## src/rtl/word_tx_serializer.sv

```systemverilog
// Word-to-byte serializer feeding the debug UART transmitter.
// Accepts a word on a valid/ready handshake and emits its bytes over a start/done pulse pair.
module word_tx_serializer #(
    parameter int unsigned NB_WORD   = 32,
    parameter int unsigned NB_BYTE   = 8,
    parameter bit          LSB_FIRST = 1'b1
) (
    input  logic               i_clk,
    input  logic               i_rst_n,
    input  logic [NB_WORD-1:0] i_word,
    input  logic               i_word_valid,
    output logic               o_word_ready,
    output logic [NB_BYTE-1:0] o_tx_data,
    output logic               o_tx_start,
    input  logic               i_tx_done,
    output logic               o_busy,
    output logic               o_done
);
    localparam int unsigned       N_BYTES  = NB_WORD / NB_BYTE;
    localparam int unsigned       NB_CNT   = $clog2(N_BYTES) + 1;
    localparam logic [NB_CNT-1:0] LAST_IDX = NB_CNT'(N_BYTES - 1);

    typedef enum logic [1:0] {StIdle, StSend, StWait, StDone} state_e;

    state_e             r_state;
    state_e             w_state_next;
    logic [NB_WORD-1:0] r_shift;
    logic [NB_WORD-1:0] w_shift_next;
    logic [NB_WORD-1:0] w_shift_adv;
    logic [NB_CNT-1:0]  r_cnt;
    logic [NB_CNT-1:0]  w_cnt_next;

    // The byte on the wire always sits at the send end; advancing moves the next one there.
    generate
        if (LSB_FIRST) begin : g_lsb_first
            assign o_tx_data   = r_shift[NB_BYTE-1:0];
            assign w_shift_adv = r_shift >> NB_BYTE;
        end else begin : g_msb_first
            assign o_tx_data   = r_shift[NB_WORD-1 -: NB_BYTE];
            assign w_shift_adv = r_shift << NB_BYTE;
        end
    endgenerate

    always_ff @(posedge i_clk) begin
        if (!i_rst_n) begin
            r_state <= StIdle;
            r_shift <= '0;
            r_cnt   <= '0;
        end else begin
            r_state <= w_state_next;
            r_shift <= w_shift_next;
            r_cnt   <= w_cnt_next;
        end
    end

    always_comb begin
        w_state_next = r_state;
        w_shift_next = r_shift;
        w_cnt_next   = r_cnt;
        unique case (r_state)
            StIdle: begin
                if (i_word_valid) begin
                    w_shift_next = i_word;
                    w_cnt_next   = '0;
                    w_state_next = StSend;
                end
            end
            StSend: w_state_next = StWait;
            StWait: begin
                if (i_tx_done) begin
                    if (r_cnt == LAST_IDX) begin
                        w_state_next = StDone;
                    end else begin
                        w_cnt_next   = r_cnt + NB_CNT'(1);
                        w_shift_next = w_shift_adv;
                        w_state_next = StSend;
                    end
                end
            end
            StDone: w_state_next = StIdle;
            default: w_state_next = StIdle;
        endcase
    end

    assign o_word_ready = (r_state == StIdle);
    assign o_tx_start   = (r_state == StSend);
    assign o_busy       = (r_state != StIdle);
    assign o_done       = (r_state == StDone);

endmodule

```

## config.mk

```make
export PLATFORM = sky130hd
export DESIGN_NAME = word_tx_serializer
export DESIGN_NICKNAME = d
export VERILOG_FILES = /design/src/rtl/word_tx_serializer.sv
export SDC_FILE = /design/constraint.sdc
export NUM_CORES = 1
export LEC_CHECK = 0
export CAP_MARGIN = 20
export CORE_ASPECT_RATIO = 0.6
export CORE_MARGIN = 5
export CORE_UTILIZATION = 48
export CTS_CLUSTER_DIAMETER = 120
export DETAILED_ROUTE_END_ITERATION = 8
export GPL_ROUTABILITY_DRIVEN = 0
export PLACE_DENSITY = 0.79
export SKIP_CTS_REPAIR_TIMING = 1
export SLEW_MARGIN = 40
export SYNTH_ARGS = -nofsm -noshare
export SYNTH_HDL_FRONTEND = slang
export SYNTH_SLANG_ARGS = --single-unit
```

## constraint.sdc

```tcl
create_clock -name i_clk -period 2.05 [get_ports i_clk]
set_input_delay 0.41 -clock i_clk [delete_from_list [all_inputs] [get_ports i_clk]]
set_output_delay 0.41 -clock i_clk [all_outputs]
set_load 0.01 [all_outputs]
```

==> run metrics, run 1 <==
area delta synth->final=28.6%; Chip Height=roughly 58 um; GR Overflow Total=0; clock sinks=37; Core ar.=about 3700 um2; Worst VDD drop=~0.43 mV; TritonRoute pass-1 iters=4; commonest non-fill, non-tap cell in the layout=clkdlybuf4s50_1; r2r endpoint=r_shift[28]$_SDFFE_PN0P_; Initial Util=0.498; largest cells by area after synthesis=dfxtp_1 41%, mux2i_1 13%, o211ai_1 9.9%; YS warnings=0; Internal=1.28 mW; first-pass GRT wire length=slightly below 6 mm; Slowest cell on crit path=clkdlybuf4s50_1; DRC violation count after routing=0; Comb power frac=0.202; Max transition margin=0.799; Post-Syn Area=around 1800 um2; Leak=about 0.90 nW; initial antenna violation count=0; critical path data arrival time=1490 ps; Routed Antenna Nets=0; layout cells sized above 1=0.0841; Root Driver=clkbuf_8; worst-case clock skew=between 3 and 4 ps; port buffer count=47; count of different cell masters after synthesis=26; Synth Flop Type=dfxtp_1; RSZ-0062 raised after global routing=false; status=complete, no violations; CTS tree=yes; syn_area_per_cell=roughly 9.5 um2; most frequent cells in the layout=46 x clkdlybuf4s50_1, 36 x dfxtp_1, 27 x nand2_1, 24 x o211ai_1, 24 x mux2i_1; reg2reg path depth=6; r2r setup slk=about 380 ps; sw power=roughly 0.42 mW; final worst-path cycle share=0.925; crit path max fanout=8; largest net degree at the start of global routing=34; routed wirelength normalized by instance count=between 10 and 15 um; CP max stage delay=~560 ps; clock buffer depth=2; Tightest Pin Transition=between 300 and 400 ps; number of global-route vias before repair=~1300; Slew Viols, Final=0; MaxCap Viol Count=0; EDFF count, synth=0; cell count after synthesis=191; sequential area share after synthesis=0.407; Ports=48; Mapped Nets=between 200 and 250; Setup TNS Final=0 ps; gr usage total=0.149; Final Hold Violating Endpoints=0; Worst Setup Start Kind=register; routed wire length=3.62 mm; share of power burned in registers=0.476; area leader, netlist=dfxtp_1; dpl hpwl=roughly 2.6 mm; htree depth=2; CP Class=register to output port; fmax=~530 MHz; worst r2r src=r_cnt[0]$_SDFFE_PN0P_; clock slew at reported path FFs=~70 ps; clock latency on the worst-skew pair=290 ps; Synth top area share=0.407; CP endpoint kind=output port; Final Total Pwr=around 1.7 mW; Crit. Startpoint=r_state[0]$_SDFFE_PN0P_; Finish-stage setup viols=0; Initial DRC Count=55; Power Density=roughly 730 nW/um2; fin crit period=around 1900 ps; Vias=1400; flops & latches, synth=37; vias per cell=between 5 and 6; Clock power frac=0.322; total CTS buffers=5; Cell Rows=17; overall die width=just under 90 um; hold depth=2; ant diodes=0; worst endpoint required time=around 1600 ps; asr flop ratio synth=0; Sw Share=0.246; Hold Crit Class=register to register; die area=~5200 um2; net total in the final layout=approximately 260; CP endpoint=o_tx_start; critical path cell sequence=nor2b_1, clkdlybuf4s50_1
[worst max-delay path: cells and delay by family (launching register included)]
kind,cells,cell delay (ps)
buf+inv,1,560
flops,1,440
simple gates,1,200
[state kept, by name (all words and copies together) (netlist names)]
name and flops:
r_cnt 3, r_state 2, r_shift 32
[cell families after synthesis]
| logic type | Yosys count | synth area share |
|---|---|---|
| AO/OA/AOI/OAI | 39 | 0.176 |
| adder cells (fa/ha/maj) | 2 | 0.0137 |
| buffers and inverters | 28 | 0.0921 |
| flip-flops | 37 | 0.407 |
| multiplexers | 24 | 0.132 |
| AND/OR/NAND/NOR | 61 | 0.179 |
[through the flow]
step                      area, um2   util  cells  setup WS (ps)  hold WS [ps]
after floorplan                1820      -    191            498           433
after global placement         2240  0.612    265            281           441
after detailed placement       2240  0.612    265            270           450
after CTS                      2340  0.640    273            137           459
after global routing           2340  0.640    273           57.4           483
final                          2340  0.640    273            154           455
[metal layers]
metal,up-vias,global-route usage,wire [um]
met5,-,0,0
met4,0,0.0510,39
met3,5,0.0554,312
met2,40,0.196,1430
met1,622,0.218,1830
li1,733,-,-
[power groups by stage]
| stage | clock (mW) | combinational, mW | sequential [mW] |
|---|---|---|---|
| final | 0.549 | 0.344 | 0.811 |
| after global routing | 0.590 | 0.377 | 0.817 |
| after CTS | 0.562 | 0.348 | 0.810 |
| after detailed placement | 0 | 0.347 | 0.827 |
| after global placement | 0 | 0.342 | 0.824 |
| after floorplan | 0 | 0.234 | 0.817 |
[worst min path at each step]
stage | endpoint | slack (ps) | start
final | r_shift[8]$_SDFFE_PN0P_ | 450 | r_shift[8]$_SDFFE_PN0P_
after global routing | r_shift[4]$_SDFFE_PN0P_ | 480 | r_shift[4]$_SDFFE_PN0P_
after CTS | r_shift[9]$_SDFFE_PN0P_ | 460 | r_shift[9]$_SDFFE_PN0P_
after detailed placement | r_shift[9]$_SDFFE_PN0P_ | 450 | r_shift[9]$_SDFFE_PN0P_
after global placement | r_shift[15]$_SDFFE_PN0P_ | 440 | r_shift[15]$_SDFFE_PN0P_
after floorplan | r_shift[10]$_SDFFE_PN0P_ | 430 | r_shift[10]$_SDFFE_PN0P_
[cell type report]
class,instances,area [um2]
inverters,3,11.3
multi-input cells,126,912
fillers,331,1320
well taps,47,58.8
clock buffers,7,96.3
repair buffers,52,515
flip-flops and latches,37,742
clock inverters,1,5.00
[cells in the mapped netlist (3+ instances only)]
library cell and n:
buf_2 5, buf_6 3, buf_4 9, clkbuf_1 8
mux2i_1 24, dfxtp_1 37, a32o_1 8, o22ai_1 3
nand2_1 27, o211ai_1 24, nand2b_1 22, inv_1 3
No activity file was read; power rests on OpenSTA's default activity.
==> run 2, diff against run 1 <==
Settings changed: GPL_ROUTABILITY_DRIVEN 0 to not set.
==> results of run 2 <==
Final layout, timing and power as in run 1 (identical DEF).
